$ cat src/rtl/pic_pixel_streamer_if.sv
// Pixel stream interface between the picture-memory streamer and its consumer.
//   px_data  : pixel value
//   px_valid : px_data is valid
//   px_ready : consumer accepts the pixel this cycle
//   px_last  : final pixel of the current transfer
// master = streamer side, slave = consumer side.
interface pic_pixel_streamer_if #(
    parameter int PIX_W = 8
);
    logic [PIX_W-1:0] px_data;
    logic             px_valid;
    logic             px_ready;
    logic             px_last;

    modport master (output px_data, px_valid, px_last, input px_ready);
    modport slave  (input px_data, px_valid, px_last, output px_ready);
endinterface

$ cat src/rtl/pic_pixel_streamer.sv
// Read-side front end for the picture memory. A start command walks a
// contiguous word range, issuing one read per cycle while buffer credit
// allows. Returned words are buffered in a small FIFO and unpacked into
// pixels (lowest byte first) on a valid/ready stream.
// Ports:
//   clk, rst            : clock, synchronous active-high reset
//   start               : one-cycle command, ignored unless idle
//   base_addr           : first word address (sampled with start)
//   word_count          : number of words to read (sampled with start)
//   busy, done          : transfer in progress / one-cycle end pulse
//   mem_address,mem_wren: picture memory address, write enable (always 0)
//   mem_q               : picture memory read data
//   px                  : pixel stream (master side)
module pic_pixel_streamer #(
    parameter int ADDR_W       = 19,
    parameter int DATA_W       = 48,
    parameter int PIX_W        = 8,
    parameter int READ_LATENCY = 1,
    parameter int FIFO_DEPTH   = 4
) (
    input  logic                clk,
    input  logic                rst,
    input  logic                start,
    input  logic [ADDR_W-1:0]   base_addr,
    input  logic [ADDR_W:0]     word_count,
    output logic                busy,
    output logic                done,
    output logic [ADDR_W-1:0]   mem_address,
    output logic                mem_wren,
    input  logic [DATA_W-1:0]   mem_q,
    pic_pixel_streamer_if.master px
);
    localparam int PPW   = DATA_W / PIX_W;
    localparam int K_W   = (PPW > 1) ? $clog2(PPW) : 1;
    localparam int PTR_W = $clog2(FIFO_DEPTH);
    localparam int CNT_W = PTR_W + 1;

    generate
        if (DATA_W % PIX_W != 0) begin : g_bad_ratio
            $error("DATA_W must be an integer multiple of PIX_W");
        end
        if (READ_LATENCY < 1 || READ_LATENCY > 3) begin : g_bad_latency
            $error("READ_LATENCY must be 1..3");
        end
        if (FIFO_DEPTH < 2 || (FIFO_DEPTH & (FIFO_DEPTH - 1)) != 0) begin : g_bad_depth
            $error("FIFO_DEPTH must be a power of two, at least 2");
        end
    endgenerate

    typedef enum logic [1:0] {IDLE, FETCH, DRAIN, FINISH} state_t;
    state_t state;

    logic [ADDR_W-1:0]       next_addr;
    logic [ADDR_W:0]         words_left;
    logic [ADDR_W:0]         unpack_left;
    logic                    addr_vld_p0;
    logic [READ_LATENCY-1:0] ret_vld_p;
    logic [CNT_W-1:0]        inflight;

    logic [DATA_W-1:0]       fifo_mem [FIFO_DEPTH];
    logic [PTR_W-1:0]        wr_ptr, rd_ptr;
    logic [CNT_W-1:0]        fifo_cnt;

    logic [DATA_W-1:0]       word;
    logic [K_W-1:0]          k;
    logic                    vld;
    logic                    word_last;

    logic start_go, issue, credit_ok, ret, hs, at_end, slot;
    logic load_fifo, load_bypass, push, pop;
    logic [ADDR_W-1:0] issue_addr;

    assign start_go    = (state == IDLE) && start;
    assign credit_ok   = ({1'b0, fifo_cnt} + {1'b0, inflight}) < (CNT_W + 1)'(FIFO_DEPTH);
    // The first read is issued straight from the start command so the base
    // address reaches memory in the cycle right after start.
    assign issue       = (start_go && word_count != '0) ||
                         (state == FETCH && words_left != '0 && credit_ok);
    assign issue_addr  = start_go ? base_addr : next_addr;
    assign ret         = ret_vld_p[READ_LATENCY-1];
    assign hs          = vld && px.px_ready;
    assign at_end      = (k == K_W'(PPW - 1));
    assign slot        = !vld || (hs && at_end);
    assign load_fifo   = slot && (fifo_cnt != '0);
    // An empty FIFO lets a returning word go straight into the unpacker,
    // which saves a cycle of first-pixel latency.
    assign load_bypass = slot && (fifo_cnt == '0) && ret;
    assign push        = ret && !load_bypass;
    assign pop         = load_fifo;

    assign mem_wren    = 1'b0;
    assign px.px_valid = vld;
    assign px.px_data  = word[PIX_W*k +: PIX_W];
    assign px.px_last  = vld && word_last && at_end;

    // Control FSM and read address generation
    always_ff @(posedge clk) begin
        if (rst) begin
            state       <= IDLE;
            busy        <= 1'b0;
            done        <= 1'b0;
            mem_address <= '0;
            next_addr   <= '0;
            words_left  <= '0;
        end else begin
            done <= 1'b0;
            if (issue) begin
                mem_address <= issue_addr;
                next_addr   <= issue_addr + ADDR_W'(1);
            end
            case (state)
                IDLE: begin
                    if (start) begin
                        if (word_count == '0) begin
                            state <= FINISH;
                            done  <= 1'b1;
                        end else begin
                            state      <= FETCH;
                            busy       <= 1'b1;
                            words_left <= word_count - (ADDR_W + 1)'(1);
                        end
                    end
                end
                FETCH: begin
                    if (words_left == '0) begin
                        state <= DRAIN;
                    end else if (issue) begin
                        words_left <= words_left - (ADDR_W + 1)'(1);
                    end
                end
                DRAIN: begin
                    // The last-pixel handshake implies nothing is in flight
                    // and the FIFO is empty.
                    if (hs && px.px_last) begin
                        state <= FINISH;
                        busy  <= 1'b0;
                        done  <= 1'b1;
                    end
                end
                default: state <= IDLE;
            endcase
        end
    end

    // Stage p0: address presented; ret_vld_p tracks it through memory latency
    always_ff @(posedge clk) begin
        if (rst) begin
            addr_vld_p0 <= 1'b0;
            ret_vld_p   <= '0;
            inflight    <= '0;
        end else begin
            addr_vld_p0 <= issue;
            ret_vld_p   <= (ret_vld_p << 1) | READ_LATENCY'(addr_vld_p0);
            inflight    <= inflight + CNT_W'(issue) - CNT_W'(ret);
        end
    end

    // Return stage: word buffer
    always_ff @(posedge clk) begin
        if (rst) begin
            wr_ptr   <= '0;
            rd_ptr   <= '0;
            fifo_cnt <= '0;
        end else begin
            if (push) wr_ptr <= wr_ptr + PTR_W'(1);
            if (pop)  rd_ptr <= rd_ptr + PTR_W'(1);
            fifo_cnt <= fifo_cnt + CNT_W'(push) - CNT_W'(pop);
        end
    end

    always_ff @(posedge clk) begin
        if (push) fifo_mem[wr_ptr] <= mem_q;
    end

    a_fifo_no_overflow: assert property (@(posedge clk) disable iff (rst)
        !(push && !pop && fifo_cnt == CNT_W'(FIFO_DEPTH)));

    // Output stage: unpacker
    always_ff @(posedge clk) begin
        if (rst) begin
            vld         <= 1'b0;
            k           <= '0;
            word_last   <= 1'b0;
            unpack_left <= '0;
        end else begin
            if (slot) begin
                k <= '0;
                if (load_fifo || load_bypass) begin
                    vld         <= 1'b1;
                    word_last   <= (unpack_left == (ADDR_W + 1)'(1));
                    unpack_left <= unpack_left - (ADDR_W + 1)'(1);
                end else begin
                    vld <= 1'b0;
                end
            end else if (hs) begin
                k <= k + K_W'(1);
            end
            if (start_go && word_count != '0) unpack_left <= word_count;
        end
    end

    always_ff @(posedge clk) begin
        if (load_fifo)        word <= fifo_mem[rd_ptr];
        else if (load_bypass) word <= mem_q;
    end
endmodule

$ cat src/flat_wrapper.sv
// flat-port wrapper written by rule: the top's interface ports become plain ports
module pic_pixel_streamer_flat 
#(
    parameter int ADDR_W       = 19,
    parameter int DATA_W       = 48,
    parameter int PIX_W        = 8,
    parameter int READ_LATENCY = 1,
    parameter int FIFO_DEPTH   = 4
)
  (clk, rst, start, base_addr, word_count, busy, done, mem_address, mem_wren, mem_q, px_px_data, px_px_valid, px_px_last, px_px_ready);
  pic_pixel_streamer_if #(.PIX_W(PIX_W)) px_i ();
  input  logic clk;
  input  logic rst;
  input  logic start;
  input  logic [ADDR_W-1:0] base_addr;
  input  logic [ADDR_W:0] word_count;
  output logic busy;
  output logic done;
  output logic [ADDR_W-1:0] mem_address;
  output logic mem_wren;
  input  logic [DATA_W-1:0] mem_q;
  output wire logic [$bits(px_i.px_data)-1:0] px_px_data;
  output wire logic [$bits(px_i.px_valid)-1:0] px_px_valid;
  output wire logic [$bits(px_i.px_last)-1:0] px_px_last;
  input wire logic [$bits(px_i.px_ready)-1:0] px_px_ready;
  assign px_px_data = px_i.px_data;
  assign px_px_valid = px_i.px_valid;
  assign px_px_last = px_i.px_last;
  assign px_i.px_ready = px_px_ready;
  pic_pixel_streamer #(.ADDR_W(ADDR_W), .DATA_W(DATA_W), .PIX_W(PIX_W), .READ_LATENCY(READ_LATENCY), .FIFO_DEPTH(FIFO_DEPTH)) u_core (.clk(clk), .rst(rst), .start(start), .base_addr(base_addr), .word_count(word_count), .busy(busy), .done(done), .mem_address(mem_address), .mem_wren(mem_wren), .mem_q(mem_q), .px(px_i));
endmodule
$ cat config.mk
export PLATFORM = sky130hd
export DESIGN_NAME = pic_pixel_streamer_flat
export DESIGN_NICKNAME = d
export VERILOG_FILES = /design/src/rtl/pic_pixel_streamer_if.sv /design/src/rtl/pic_pixel_streamer.sv /design/src/flat_wrapper.sv
export SDC_FILE = /design/constraint.sdc
export NUM_CORES = 1
export LEC_CHECK = 0
export ABC_AREA = 1
export CAP_MARGIN = 10
export CORE_MARGIN = 3
export CORE_UTILIZATION = 52
export CTS_CLUSTER_SIZE = 40
export DETAILED_ROUTE_END_ITERATION = 7
export PLACE_DENSITY = 0.72
export SLEW_MARGIN = 20
export SYNTH_ARGS = -nofsm -noshare
export SYNTH_HDL_FRONTEND = slang
export SYNTH_SLANG_ARGS = --single-unit
$ cat constraint.sdc
create_clock -name clk -period 6.4 [get_ports clk]
set_input_delay 0.96 -clock clk [delete_from_list [all_inputs] [get_ports clk]]
set_output_delay 0.96 -clock clk [all_outputs]
set_load 0.02 [all_outputs]
==> impl_metrics.env <==
export IMPL_outcome="completed"
export IMPL_grt_ovfl_total=0
export IMPL_place_congestion=0.8957
export IMPL_tightest_slew_ns=1.083
export IMPL_relSlewSlack_pct=27.79
export IMPL_drtAntennaViolNets=0
export IMPL_period_share_pct=68.09
export IMPL_sw_frac_of_total_pct=38.38
export IMPL_cpMostUsedCell="o21ai_0"
export IMPL_cpPeakStageDelay_ns=0.92
export IMPL_design_core_area_um2=29950
export IMPL_cp_start_kind="flip-flop"
export IMPL_regArea_um2=9231
export IMPL_syn_to_final_growth_pct=15.86
export IMPL_crit_family="buffers and inverters"
export IMPL_dpl_worst_slack_ns=2.252
export IMPL_clock_skew_ns=0.02340
export IMPL_cts_sinks=341
export IMPL_final_nets=1968
export IMPL_place_hpwl_um=24070
export IMPL_required_ns=5.44
export IMPL_setup_slack_ns=2.042
export IMPL_min_period_ns=4.358
export IMPL_h_tree_depth=2
export IMPL_syn_area_um2=15980
export IMPL_grt_max_degree=97
export IMPL_path_class="reg2out"
export IMPL_drc=0
export IMPL_setup_viol=0
export IMPL_fp_dieH_um=181.3
export IMPL_synth_edf_count=240
export IMPL_postSynthAreaPerCell_um2=9.028
export IMPL_hold_class="reg2reg"
export IMPL_synthesis_nets=1883
export IMPL_io_pins=123
export IMPL_crit_chain="inv_1, o21ai_0, o22ai_1, nand2_1, o21ai_0, clkdlybuf4s50_1"
export IMPL_setup_tns_final_ns=0
export IMPL_vias_per_cell=5.451
export IMPL_critPathBufInv=2
export IMPL_hold_path_end="u_core.ret"
export IMPL_cts_tree="yes"
export IMPL_cts_clk_slew_worst_paths_ns=0.06
export IMPL_seqPwrFrac_pct=38.2
export IMPL_cp_arrival_ns=3.40
export IMPL_worstHoldStart="u_core.addr_vld_p0"
export IMPL_clk_latency_ns=0.53
export IMPL_firstDrtPassIters=5
export IMPL_max_clock_freq_ghz=0.2295
export IMPL_hold_ws_ns=0.4150
export IMPL_synth_top_area_share_pct=45.10
export IMPL_maxCapViolCount=0
export IMPL_cts_root_buffer="clkbuf_16"
export IMPL_maxSlewViolCount=0
export IMPL_post_cts_buffers=0
export IMPL_critPathSlowestCell="dfxtp_1"
export IMPL_timing_rr_start="u_core.k[0]"
export IMPL_r2r_slack_ns=2.56
export IMPL_p_int_uw=5184
export IMPL_synth_flop_cell="edfxtp_1"
export IMPL_power_frac_clock_pct=24.2
export IMPL_num_rows=63
export IMPL_grt_pass1_vias=11735
export IMPL_p_sw_uw=3229
export IMPL_synthArstFlopShare_pct=0
export IMPL_postCtsHoldBufs=0
export IMPL_p_leak_uw=0.006968
export IMPL_comb_power_share_pct=37.6
export IMPL_cts_buffers=37
export IMPL_ys_seq_elements=341
export IMPL_wl_um=37900
export IMPL_ys_seq_area_share_pct=57.76
export IMPL_multiInputGateArea_um2=5864
export IMPL_die_x_um=181.3
export IMPL_synthDistinctLibCells=48
export IMPL_peakVddDrop_v=0.0002521
export IMPL_routedWlPerCell_um=16.68
export IMPL_grt_usage_pct=22.66
export IMPL_power_density_nw_per_um2=454.4
export IMPL_cp_end_kind="output port"
export IMPL_antenna_found_initial=3
export IMPL_synthCells=1770
export IMPL_grt_pass1_wl_um=60820
export IMPL_start_util_pct=53.35
export IMPL_synthTopCellsByArea="edfxtp_1 (45%), dfxtp_1 (13%), nor2_1 (9.6%)"
export IMPL_io_buffers=121
export IMPL_drt_initial_drc_count=989
export IMPL_ys_warn_count=0
export IMPL_worstRegToRegCells=13
export IMPL_r2r_end="u_core.fifo_cnt[2]"
export IMPL_final_hold_viol_count=0
export IMPL_postCtsResizedCells=0
export IMPL_nFillCells=2563
export IMPL_synth_top_area_cell="edfxtp_1"
export IMPL_clk_path_buf_depth=3
export IMPL_drive_gt1_share_pct=7.660
export IMPL_dr_total_vias=12384
export IMPL_min_path_cells=2
export IMPL_rsz0062_at_grt="false"
export IMPL_die_area_um2=32870
export IMPL_worst_path_max_fanout=28
==> metal layers <==
layer	up-vias	track usage, %	routed length, um
met2	433	37.32	17600
li1	6120	-	-
met1	5743	31.15	16880
met3	86	3.986	2513
met4	2	6.307	891
met5	-	0	20
==> worst max path at each step <==
stage | from | end | slack, ns | cells past startpoint
after CTS | u_core.k[0] | px_px_data[4] | 2.04 | 6
after global routing | u_core.k[0] | px_px_data[6] | 1.79 | 6
after global placement | px_px_ready | u_core.fifo_cnt[2] | 2.27 | 13
final | u_core.k[0] | px_px_data[4] | 2.04 | 6
after detailed placement | start | u_core.inflight[2] | 2.25 | 9
after floorplan | px_px_ready | u_core.fifo_mem[0][0] | 2.35 | 5
==> Yosys cell counts (3+ instances only) <==
master,n
nor2_1,407
nand2_1,269
edfxtp_1,240
o21ai_0,181
inv_1,112
dfxtp_1,101
nand3_1,75
a21oi_1,63
a31oi_1,53
clkbuf_1,39
buf_2,30
xor2_1,24
nand2_2,22
nor2_2,22
ha_1,20
nand4_1,10
o22ai_1,10
buf_6,8
inv_2,7
nor3_1,7
o211ai_1,7
or2_2,7
buf_1,6
o21ai_1,5
nand2_4,4
nand3_2,4
o21ai_2,4
a211oi_1,3
buf_4,3
nand3b_1,3
==> power groups by stage <==
stage	sequential, uW	clock, uW	combinational, uW
finish	3210	2040	3160
global route	3260	2170	3580
floorplan	3230	0	2300
CTS	3210	2070	3180
detailed placement	3250	0	3160
global placement	3250	0	3100
==> sequential cells by signal, summed over array words and instances (netlist names), 3 cells and up, named ones only <==
signal,flops
u_core.mem_address,19
u_core.unpack_left,20
u_core.words_left,20
u_core.k,3
u_core.inflight,3
u_core.next_addr,19
u_core.word,48
u_core.fifo_mem,192
u_core.fifo_cnt,3
==> cell type report <==
class                   count  area share (%)
repair buffers            133           7.028
flip-flops and latches    341           49.86
clock buffers              53           5.548
inverters                 123           2.548
diodes                      2         0.02703
clock inverters            11          0.6758
well taps                 390           2.636
multi-input cells        1219           31.68
==> placed cells by master, fill, tap and decap left out, types with 3 or more instances in the layout <==
master / count
a211oi_1: 3
a21oi_1: 63
a31oi_1: 53
buf_4: 12
clkbuf_1: 13
clkbuf_16: 38
clkdlybuf4s50_1: 121
clkinv_1: 6
dfxtp_1: 99
edfxtp_1: 240
ha_1: 20
inv_1: 111
inv_2: 8
nand2_1: 269
nand2_2: 22
nand2_4: 4
nand3_1: 75
nand3_2: 4
nand3b_1: 3
nand4_1: 10
nor2_1: 403
nor2_2: 22
nor2_4: 6
nor3_1: 7
o211ai_1: 7
o21ai_0: 181
o21ai_1: 5
o21ai_2: 4
o22ai_1: 10
or2_2: 7
xor2_1: 24
==> metrics by stage <==
stage / util [%] / cells / total power (uW) / area (um^2)
6_report: 61.81 / 2272 / 8413 / 18510
5_1_grt: 61.81 / 2272 / 9013 / 18510
4_1_cts: 61.79 / 2270 / 8461 / 18510
3_5_place_dp: 57.94 / 2206 / 6408 / 17360
3_3_place_gp: 57.94 / 2206 / 6348 / 17350
2_1_floorplan: - / 1770 / 5523 / 15980
==> worst register-to-register path, cell delays in order, from the launching register on <==
cell and delay, ns:
dfxtp_1 0.92, ha_1 0.30, nand2_1 0.13, o21ai_2 0.26, nand2_1 0.10, inv_2 0.67, ha_1 0.37, inv_1 0.05
ha_1 0.14, inv_1 0.05, fa_1 0.37, xor2_1 0.17, o21ai_0 0.09, a21oi_1 0.15
==> cell families after synthesis <==
logic type,synth area share [%]
xor+xnor,1.425
fa+ha+maj,1.817
buf+inv,5.732
compound gates,11.26
other cells,0.02347
simple gates,21.99
flops,57.76
No activity file was read; power rests on OpenSTA's default activity.
